===== src/rtl/i2c_reg_access_ctrl_pkg.sv =====
// i2c_reg_access_ctrl_pkg: shared state encodings, ACK constants and address decode helper
package i2c_reg_access_ctrl_pkg;

    typedef enum logic [2:0] {
        ST_IDLE = 3'd0,
        ST_DEV  = 3'd1,
        ST_PTR  = 3'd2,
        ST_WR   = 3'd3,
        ST_RD   = 3'd4,
        ST_IGN  = 3'd5
    } state_t;

    localparam logic       ACK          = 1'b1;
    localparam logic       NACK         = 1'b0;
    localparam logic [6:0] DEF_DEV_ADDR = 7'h3C;

    function automatic logic addr_match(input logic [7:0] b, input logic [6:0] dev);
        return b[7:1] == dev;
    endfunction

endpackage


===== src/rtl/i2c_addr_ptr.sv =====
// i2c_addr_ptr: 8-bit register pointer, load beats increment, wraps modulo 256
module i2c_addr_ptr (
    input  logic       clk,
    input  logic       rst,
    input  logic       load,
    input  logic [7:0] load_val,
    input  logic       inc,
    output logic [7:0] ptr
);

    logic [7:0] r_ptr;

    always_ff @(posedge clk) begin
        if (rst)
            r_ptr <= 8'h00;
        else
            r_ptr <= load ? load_val : inc ? r_ptr + 8'h01 : r_ptr;
    end

    assign ptr = r_ptr;

endmodule


===== src/rtl/i2c_reg_access_ctrl.sv =====
// i2c_reg_access_ctrl: byte-level I2C slave transaction controller between the serial
// engine and a register bank with combinational read data.
module i2c_reg_access_ctrl
    import i2c_reg_access_ctrl_pkg::*;
#(
    parameter logic [6:0] DEV_ADDR = DEF_DEV_ADDR,
    parameter bit         AUTO_INC = 1'b1
) (
    input  logic       clk,
    input  logic       rst,
    input  logic       start_det,
    input  logic       stop_det,
    input  logic [7:0] rx_byte,
    input  logic       rx_valid,
    input  logic       tx_req,
    output logic       ack,
    output logic       ack_valid,
    output logic [7:0] tx_byte,
    output logic       tx_valid,
    output logic [7:0] reg_addr,
    output logic [7:0] reg_wdata,
    output logic       reg_we,
    input  logic [7:0] reg_rdata
);

    state_t     r_state;
    logic       r_rw;
    logic       r_ack;
    logic       r_ack_valid;
    logic [7:0] r_tx_byte;
    logic       r_tx_valid;
    logic [7:0] r_reg_wdata;
    logic       r_reg_we;
    logic       w_go;
    logic       w_rx;
    logic       w_tx;
    logic       w_load;
    logic       w_inc;

    // START and STOP pre-empt any byte event arriving in the same cycle
    assign w_go   = !start_det && !stop_det;
    assign w_rx   = w_go && rx_valid && r_state != ST_IDLE;
    assign w_tx   = w_go && tx_req && r_state == ST_RD && r_rw;
    assign w_load = w_rx && r_state == ST_PTR;
    // the write strobe cycle still presents the old pointer, so advance on that edge
    assign w_inc  = AUTO_INC && (r_reg_we || w_tx);

    i2c_addr_ptr u_ptr (
        .clk      (clk),
        .rst      (rst),
        .load     (w_load),
        .load_val (rx_byte),
        .inc      (w_inc),
        .ptr      (reg_addr)
    );

    always_ff @(posedge clk) begin
        if (rst) begin
            r_state     <= ST_IDLE;
            r_rw        <= 1'b0;
            r_ack       <= NACK;
            r_ack_valid <= 1'b0;
            r_tx_byte   <= 8'h00;
            r_tx_valid  <= 1'b0;
            r_reg_wdata <= 8'h00;
            r_reg_we    <= 1'b0;
        end else begin
            r_ack_valid <= w_rx;
            r_tx_valid  <= w_tx;
            r_reg_we    <= w_rx && r_state == ST_WR;
            if (start_det)
                r_state <= ST_DEV;
            else if (stop_det)
                r_state <= ST_IDLE;
            else if (w_rx) begin
                case (r_state)
                    ST_DEV: begin
                        r_ack   <= addr_match(rx_byte, DEV_ADDR) ? ACK : NACK;
                        r_rw    <= addr_match(rx_byte, DEV_ADDR) ? rx_byte[0] : r_rw;
                        r_state <= !addr_match(rx_byte, DEV_ADDR) ? ST_IGN :
                                   rx_byte[0] ? ST_RD : ST_PTR;
                    end
                    ST_PTR: begin
                        r_ack   <= ACK;
                        r_state <= ST_WR;
                    end
                    ST_WR: begin
                        r_ack       <= ACK;
                        r_reg_wdata <= rx_byte;
                    end
                    default: r_ack <= NACK;
                endcase
            end
            if (w_tx)
                r_tx_byte <= reg_rdata;
        end
    end

    assign ack       = r_ack;
    assign ack_valid = r_ack_valid;
    assign tx_byte   = r_tx_byte;
    assign tx_valid  = r_tx_valid;
    assign reg_wdata = r_reg_wdata;
    assign reg_we    = r_reg_we;

endmodule


===== config.mk =====
export PLATFORM = sky130hd
export DESIGN_NAME = i2c_reg_access_ctrl
export DESIGN_NICKNAME = d
export VERILOG_FILES = /design/src/rtl/i2c_reg_access_ctrl_pkg.sv /design/src/rtl/i2c_addr_ptr.sv /design/src/rtl/i2c_reg_access_ctrl.sv
export SDC_FILE = /design/constraint.sdc
export NUM_CORES = 1
export LEC_CHECK = 0
export ABC_AREA = 1
export CAP_MARGIN = 20
export CELL_PAD_IN_SITES_DETAIL_PLACEMENT = 0
export CELL_PAD_IN_SITES_GLOBAL_PLACEMENT = 1
export CORE_ASPECT_RATIO = 0.5
export CORE_MARGIN = 4
export CORE_UTILIZATION = 26
export CTS_CLUSTER_SIZE = 12
export DETAILED_ROUTE_END_ITERATION = 8
export PLACE_DENSITY_LB_ADDON = 0.1
export SYNTH_ARGS = -nofsm -noshare
export SYNTH_HDL_FRONTEND = slang
export SYNTH_HIERARCHICAL = 1
export SYNTH_SLANG_ARGS = --single-unit

===== constraint.sdc =====
create_clock -name clk -period 2.3 [get_ports clk]
set_clock_uncertainty 0.05 [all_clocks]
set_input_delay 0.69 -clock clk [delete_from_list [all_inputs] [get_ports clk]]
set_output_delay 0.69 -clock clk [all_outputs]
set_load 0.05 [all_outputs]

# Word level (Yosys, flattened, before mapping)
# Cells that the tools add are included.
totals:
  ram_bits: 0
  ff_bits: 32
  n_memories: 0
  latch_bits: 0
  wordCells: 51
  out_inout_bits: 28
  rom_bits: 0
  input_bits: 22
classes:
  addsub: 1
  div: 0
  n_eq_ne: 5
  shifts: 0
  mux: 10
  n_lt_le_gt_ge: 0
  n_mul: 0
  n_reduce_logical: 23
  n_bitwise: 2
op_table:
  columns: ["op", "count"]
  rows:
  - ["$mux W8", 2]
  - ["$add A8 B1 Y8 const B", 1]
  - ["$logic_and A1 B1 Y1", 8]
  - ["$eq A7 B6 Y1 const B", 1]
  - ["$eq A3 B2 Y1 const B", 2]
  - ["$mux W3", 2]
  - ["$pmux W3 S2", 1]
  - ["$reduce_bool A3 Y1", 2]
  - ["$reduce_and A5 Y1", 1]
  - ["$mux W1", 4]
  - ["$reduce_and A2 Y1", 2]
  - ["$reduce_and A4 Y1", 1]
  - ["$reduce_bool A2 Y1", 2]
  - ["$reduce_bool A4 Y1", 1]
  - ["$eq A3 B1 Y1 const B", 1]
  - ["$eq A3 B3 Y1 const B", 1]
  - ["$reduce_and A3 Y1", 1]
  - ["$reduce_or A3 Y1", 1]
  - ["$logic_not A1 Y1", 2]
  - ["$not A1 Y1", 2]
  - ["$pmux W1 S2", 1]
  - ["$reduce_or A2 Y1", 1]
  - ["$logic_or A1 B1 Y1", 1]

# Longest topological paths before layout
# Gate-level depths: netlist (run 1).
depth:
  depth_word: 8
  mapped_depth: 13
  depth_no_buf: 12

# By module
# Netlist (run 1), hierarchy kept.
modules_own_cells:
  columns: ["module", "area_per_inst_um2", "cells_each", "seq_area_each_um2", "instances"]
  rows:
  - ["i2c_reg_access_ctrl", 1029.7, 139, 480.5, 1]
  - ["i2c_addr_ptr", 491.7, 70, 160.2, 1]

# Worst setup path after synthesis (run 1)
# No wires, ideal clock.
synth_timing:
  kind: "input to register"
  startpoint: "input port stop_det"
  endpoint: "register u_ptr.r_ptr[4] (netlist: u_ptr/ptr[4])"
  required_time_ps: 2137
  path_stages: 11
  t_arrival_ps: 1795
  setup_slack_ps: 342
  path_cell_list: "inv_1 -> nand2_2 -> inv_2 -> nand3_4 -> inv_2 -> or2_1 -> nand2_1 -> o21ai_1 -> nand2_1 -> o21ai_1 -> inv_1"
synth_between:
  elab_chain_len: 7
synth_rtl:
  columns: ["element", "line_no", "source"]
  rows:
  - ["start: declaration", "i2c_reg_access_ctrl.sv:12", "input logic stop_det,"]
  - ["$logic_not A1 Y1", "i2c_reg_access_ctrl.sv:41", "assign w_go = !start_det && !stop_det;"]
  - ["$logic_and A1 B1 Y1", "i2c_reg_access_ctrl.sv:41", null]
  - ["$logic_and A1 B1 Y1 (3 in series)", "i2c_reg_access_ctrl.sv:43", "assign w_tx = w_go && tx_req && r_state == ST_RD && r_rw;"]
  - ["$logic_or A1 B1 Y1", "i2c_reg_access_ctrl.sv:46", "assign w_inc = AUTO_INC && (r_reg_we || w_tx);"]
  - ["via w_inc", "i2c_reg_access_ctrl.sv:38", "logic w_inc;"]
  - ["$reduce_bool A2 Y1 (no source line)", null, null]
  - ["end signal: assignment", "i2c_addr_ptr.sv:17", "r_ptr <= load ? load_val : inc ? r_ptr + 8'h01 : r_ptr;"]
  - ["end: declaration", "i2c_addr_ptr.sv:11", "logic [7:0] r_ptr;"]
# The timed path passes the listed nets, and every way through them passes these cells.
# A chain may end at the register's enable or synchronous reset.

# Worst setup path in the final report (run 1)
layout_timing:
  startpoint: "register r_reg_we (netlist: reg_we)"
  endpoint: "output port reg_we"
layout_lines:
  columns: ["element", "line_no", "source"]
  rows:
  - ["start: declaration", "i2c_reg_access_ctrl.sv:33", "logic r_reg_we;"]
  - ["start signal: assignment", "i2c_reg_access_ctrl.sv:66", "r_reg_we <= 1'b0;"]
  - ["start signal: assignment", "i2c_reg_access_ctrl.sv:70", "r_reg_we <= w_rx && r_state == ST_WR;"]
  - ["end: declaration", "i2c_reg_access_ctrl.sv:22", "output logic reg_we,"]
# No word-level cell between the ends.

==> results.tsv, run 1 <==
metric	value	unit
status	finished, final reports clean	
leakage	0.919	nW
total track usage	12.4	%
r2r worst-path depth	9	
Post-synth ARST share	0	%
vias in the first global route	1369	
diode count	0	
worst setup path class	reg2out	
setup TNS	0	ps
CTS tree	yes	
area delta synth->final	48.1	%
core area	0.00556	sq mm
clock net sink count	32	
Crit-path slowest cell	clkdlybuf4s50_1	
Pre-antenna DRT Iters	4	
Cell Area, Synth	0.00152	sq mm
synthesized instance count	209	
Power Density	580	mW/mm^2
Post-Place Setup Slack	-43.7	ps
setup ws final	159	ps
postcts setup bufs	0	
Total Wirelength	4100	um
Setup crit start kind	register	
setup slack, reg-to-reg	680	ps
HP Start	reg_wdata[5]$_SDFFE_PP0P_	
largest net degree at the start of global routing	20	
Bufs on Longest Clock Path	2	
post-layout util	40.5	%
Vias/cell	4.30	
Die ar.	0.00721	sq mm
Post-synth EDFFs	0	
Max Fclk	467	MHz
peak supply drop	0.317	mV
Final GP Congestion	0.794	
Total Power	1.31	mW
RSZ-0062 raised after global routing	no	
layout cells sized above 1	18.1	%
Final setup viols	0	
HP Class	reg2reg	
Via Count	1479	
worst skew pair latency	270	ps
# DRC	0	
IO Count	50	
final count of pins violating max slew	0	
Required @ worst endpoint	1560	ps
Clock Pin Slew Worst Setup and Hold Paths	50	ps
critical path arrival	1400	ps
DR WL/cell	11.9	um
Num CTS Buffers	5	
dpl hpwl	3200	um
period utilization	93.1	%
final hold vios	0	
Root Buffer	clkbuf_16	
H-Tree Depth	2	
CP peak stage delay	810	ps
nets	293	
Die Ht	62.1	um
Syn Area/Cell	7.28	sq um
remaining antenna violation count	0	
# hold bufs at CTS	0	
GRT overflow	0	
CP cell instances	clkdlybuf4s50_1	
crit-path leading delay family	buffers and inverters	
worst hold path endpoint	reg_wdata[5]$_SDFFE_PP0P_	
Least-Margin Pin Slew	538	ps
Die Span X	116	um
Worst Path Max Fanout	2	
CTS resizes	0	
Placed Area	0.00211	sq mm
WP buf/inv	1	
sequential area share after synthesis	42.1	%
Main synth FF type	dfxtp_1	
final instance area	0.00225	sq mm
number of I/O port buffers	49	
Yosys warnings	6	
number of max-cap violations	0	
worst reg2reg path startpoint	r_state[0]$_SDFFE_PP0P_	
Synth Register Bits	32	
initial antenna violation count	0	
Min Clock Period, post-route	2140	ps
Min-Delay Path Depth	2	
worst relative slew slack	64.1	%
final std cells w/o fill	344	
Hold Slack	431	ps
Yosys cell types	31	
Initial Util	27.4	%
DP Cell Count	336	
initial DRC count	60	
reg2reg end	u_ptr/ptr[4]$_SDFFE_PP0P_	
first-pass GRT wire length	6780	um
Rows	19	
element type at the critical path end	primary output	
post-synthesis net count	232	
## sequential cells by signal, summed over array words and instances (netlist names)
signal / count
ack: 1
ack_valid: 1
r_rw: 1
r_state: 3
reg_wdata: 8
reg_we: 1
tx_byte: 8
tx_valid: 1
u_ptr/ptr: 8
## cells by family (layout without fill, tap and decap cells)
group	after synthesis	count (layout)	share of synthesized area (%)
simple gates	115	115	35.2
compound gates	33	33	13.0
flops	32	32	42.1
buf+inv	26	88	7.73
xor+xnor	2	2	1.15
fa+ha+maj	1	1	0.822
## worst max-delay path by stage
stage	endpoint	start	slack, ps	cells after the start
after global placement	u_ptr/ptr[4]$_SDFFE_PP0P_	tx_req	-10	10
after detailed placement	u_ptr/ptr[4]$_SDFFE_PP0P_	tx_req	-40	10
final	reg_we	reg_we$_SDFF_PP0_	160	1
after floorplan	u_ptr/ptr[4]$_SDFFE_PP0P_	stop_det	340	11
after global routing	reg_wdata[3]	reg_wdata[3]$_SDFFE_PP0P_	100	1
after CTS	reg_we	reg_we$_SDFF_PP0_	140	1
## routing by layer
metal | share of wire (%) | vias up | GRT usage (%)
li1 | - | 782 | -
met1 | 52 | 657 | 17.0
met2 | 40 | 36 | 18.5
met3 | 7.4 | 4 | 4.45
met4 | 0.85 | 0 | 3.97
met5 | 0 | - | 0
## power breakdown
| group | switching [mW] | internal, mW | total [mW] |
|---|---|---|---|
| clock network | 0.221 | 0.431 | 0.652 |
| registers | 0.00377 | 0.558 | 0.561 |
| logic | 0.0443 | 0.0487 | 0.0931 |
## layout by cell type, fill, tap and decap left out, drive strengths merged, types with 2 or more instances in the layout
cell	n
nand3	13
a22oi	4
buf	16
nand2	42
dfxtp	32
nor2	56
a21oi	5
o21ai	19
inv	23
clkdlybuf4s50	40
o21bai	2
clkbuf	8
## synth_stat cells, types with 3 or more instances
| library cell | count | area share (%) |
|---|---|---|
| nand2_2 | 7 | 2.9 |
| nor2_1 | 50 | 12 |
| nand3_1 | 9 | 3.0 |
| inv_2 | 5 | 1.2 |
| nor2_2 | 4 | 1.6 |
| inv_1 | 18 | 4.4 |
| a21oi_1 | 3 | 0.99 |
| dfxtp_1 | 32 | 42 |
| nand2_1 | 35 | 8.6 |
| o21ai_0 | 17 | 5.6 |
| a22oi_1 | 4 | 2.0 |
## layout make-up
cell class                      count  area, sq um
Multi-Input combinational cell    151          763
Tap cell                           73         91.3
Timing Repair Buffer               56          520
Clock buffer                        8          146
Inverter                           24         91.3
Sequential cell                    32          641
Fill cell                         586         3310
No activity file was read; power rests on OpenSTA's default activity.
==> run 2, diff against run 1 <==
--- a/config.mk
+++ b/config.mk
@@ -14,6 +14,7 @@
 export CORE_UTILIZATION = 26
 export CTS_CLUSTER_SIZE = 12
 export DETAILED_ROUTE_END_ITERATION = 8
+export GPL_TIMING_DRIVEN = 0
 export PLACE_DENSITY_LB_ADDON = 0.1
 export SYNTH_ARGS = -nofsm -noshare
 export SYNTH_HDL_FRONTEND = slang
==> results.tsv, run 2 (synthesized netlist as in run 1, its figures left out) <==
metric	value	unit	change
total track usage	11.8	%	-0.62 points
worst setup path class	reg2out		
Post-Place Setup Slack	-315	ps	-272 ps
H-Tree Depth	2		unchanged
final count of pins violating max slew	0		unchanged
critical path arrival	1510	ps	+110 ps
Crit-path slowest cell	clkdlybuf4s50_1		
Final GP Congestion	0.762		-3.9%
post-layout util	41.3	%	+0.76 points
DR WL/cell	12.0	um	+0.56%
number of I/O port buffers	49		unchanged
first-pass GRT wire length	6570	um	-3.1%
status	finished, final reports clean		
DP Cell Count	331		-1.5%
GRT overflow	0		unchanged
Min Clock Period, post-route	2250	ps	+106 ps
Power Density	569	mW/mm^2	-1.9%
most frequent cells in the layout	50 x nor2_1, 45 x clkdlybuf4s50_1, 35 x nand2_1, 32 x dfxtp_1, 18 x inv_1		
Die Span X	116	um	unchanged
diode count	0		unchanged
Die Ht	62.1	um	unchanged
commonest non-fill, non-tap cell in the layout	nor2_1		
# hold bufs at CTS	0		unchanged
crit-path leading delay family	buffers and inverters		
core area	0.00556	sq mm	unchanged
element type at the critical path end	primary output		
layout cells sized above 1	14.8	%	-3.3 points
CP peak stage delay	840	ps	+30 ps
largest net degree at the start of global routing	12		-40%
initial antenna violation count	0		unchanged
Max Fclk	445	MHz	-4.7%
Worst Path Max Fanout	5		+3
CTS tree	yes		
Placed Area	0.00210	sq mm	-0.18%
worst skew pair latency	270	ps	about the same
Initial Util	27.4	%	unchanged
vias in the first global route	1390		+1.5%
IO Count	50		unchanged
Num CTS Buffers	5		unchanged
leakage	0.948	nW	+3.2%
HP Class	reg2reg		
Clock Pin Slew Worst Setup and Hold Paths	50	ps	about the same
Root Buffer	clkbuf_16		
final std cells w/o fill	343		-0.29%
Vias/cell	4.28		-0.39%
Rows	19		unchanged
WP buf/inv	1		unchanged
Pre-antenna DRT Iters	4		unchanged
# DRC	0		unchanged
Hold Slack	425	ps	-5.89 ps
final hold vios	0		unchanged
Die ar.	0.00721	sq mm	unchanged
clock net sink count	32		unchanged
Via Count	1469		-0.68%
initial DRC count	47		-22%
setup ws final	52.9	ps	-106 ps
Required @ worst endpoint	1560	ps	about the same
remaining antenna violation count	0		unchanged
Bufs on Longest Clock Path	2		unchanged
CP cell instances	clkdlybuf4s50_1		
Setup crit start kind	register		
nets	292		-0.34%
Final setup viols	0		unchanged
dpl hpwl	3110	um	-2.8%
worst relative slew slack	60.3	%	-3.8 points
area delta synth->final	50.9	%	
RSZ-0062 raised after global routing	yes		
period utilization	97.7	%	+4.6 points
number of max-cap violations	0		unchanged
Total Wirelength	4110	um	+0.27%
peak supply drop	0.263	mV	-17%
final instance area	0.00230	sq mm	+1.9%
Least-Margin Pin Slew	594	ps	+56.2 ps
-- run 2: changes by cell type in the layout (fill, tap and decap cells not counted), moves of 2 or more --
cell / delta
buf_4: -11
dlymetal6s2s_1: +3
inv_2: -2
clkdlybuf4s50_1: +5
-- run 2: repair_timing --
item | 4_1_cts | 5_1_grt
buffers inserted | 0 | 4
setup endpoints to repair | 2 | 7
gates resized for setup | 2 | 6
pin swaps | 0 | 1
-- run 2: cell type report --
cell class | instances | area, sq um
Clock buffer | 8 | 146
Buffer | 2 | 26.3
Multi-Input combinational cell | 151 | 766
Tap cell | 73 | 91.3
Fill cell | 607 | 3270
Sequential cell | 32 | 641
Timing Repair Buffer | 53 | 527
Inverter | 24 | 98.8
-- run 2: path summary, 6_finish.rpt --
check                                  from                        end  slack, ps  cells past startpoint
setup / recovery  u_ptr/ptr[2]$_SDFFE_PP0P_                reg_addr[2]         50                      1
hold / removal      tx_byte[3]$_SDFFE_PP0P_    tx_byte[3]$_SDFFE_PP0P_        420                      2
setup reg to reg    r_state[0]$_SDFFE_PP0P_  u_ptr/ptr[4]$_SDFFE_PP0P_        650                      9
hold reg to reg     tx_byte[3]$_SDFFE_PP0P_    tx_byte[3]$_SDFFE_PP0P_        420                      2
-- run 2: metal layers --
layer | global-route usage [%] | wire [um] | vias up | part of all wire [%]
met2 | 19.0 | 1730 | 31 | 42
met3 | 3.87 | 250 | 2 | 6.1
met5 | 0 | 0 | - | 0
met1 | 15.5 | 2130 | 649 | 52
li1 | - | - | 787 | -
met4 | 3.47 | 12 | 0 | 0.29
-- run 2: worst min-delay path: cells and delay by family, from the launching register on --
family	cells	cell delay [ps]
flip-flops	1	320
AND/OR/NAND/NOR	2	120
-- run 2: where the power goes --
group	switching (mW)	total, mW	leakage [nW]	internal, mW
clock network	0.220	0.651	0.0712	0.431
registers	0.00428	0.562	0.258	0.558
logic	0.0448	0.0938	0.619	0.0490
-- run 2: metrics by stage --
step	power [mW]	TNS, ps
final	1.31	0
after CTS	1.33	0
after global placement	0.666	-3840
after detailed placement	0.666	-3620
after floorplan	0.613	0
after global routing	1.36	-25.0
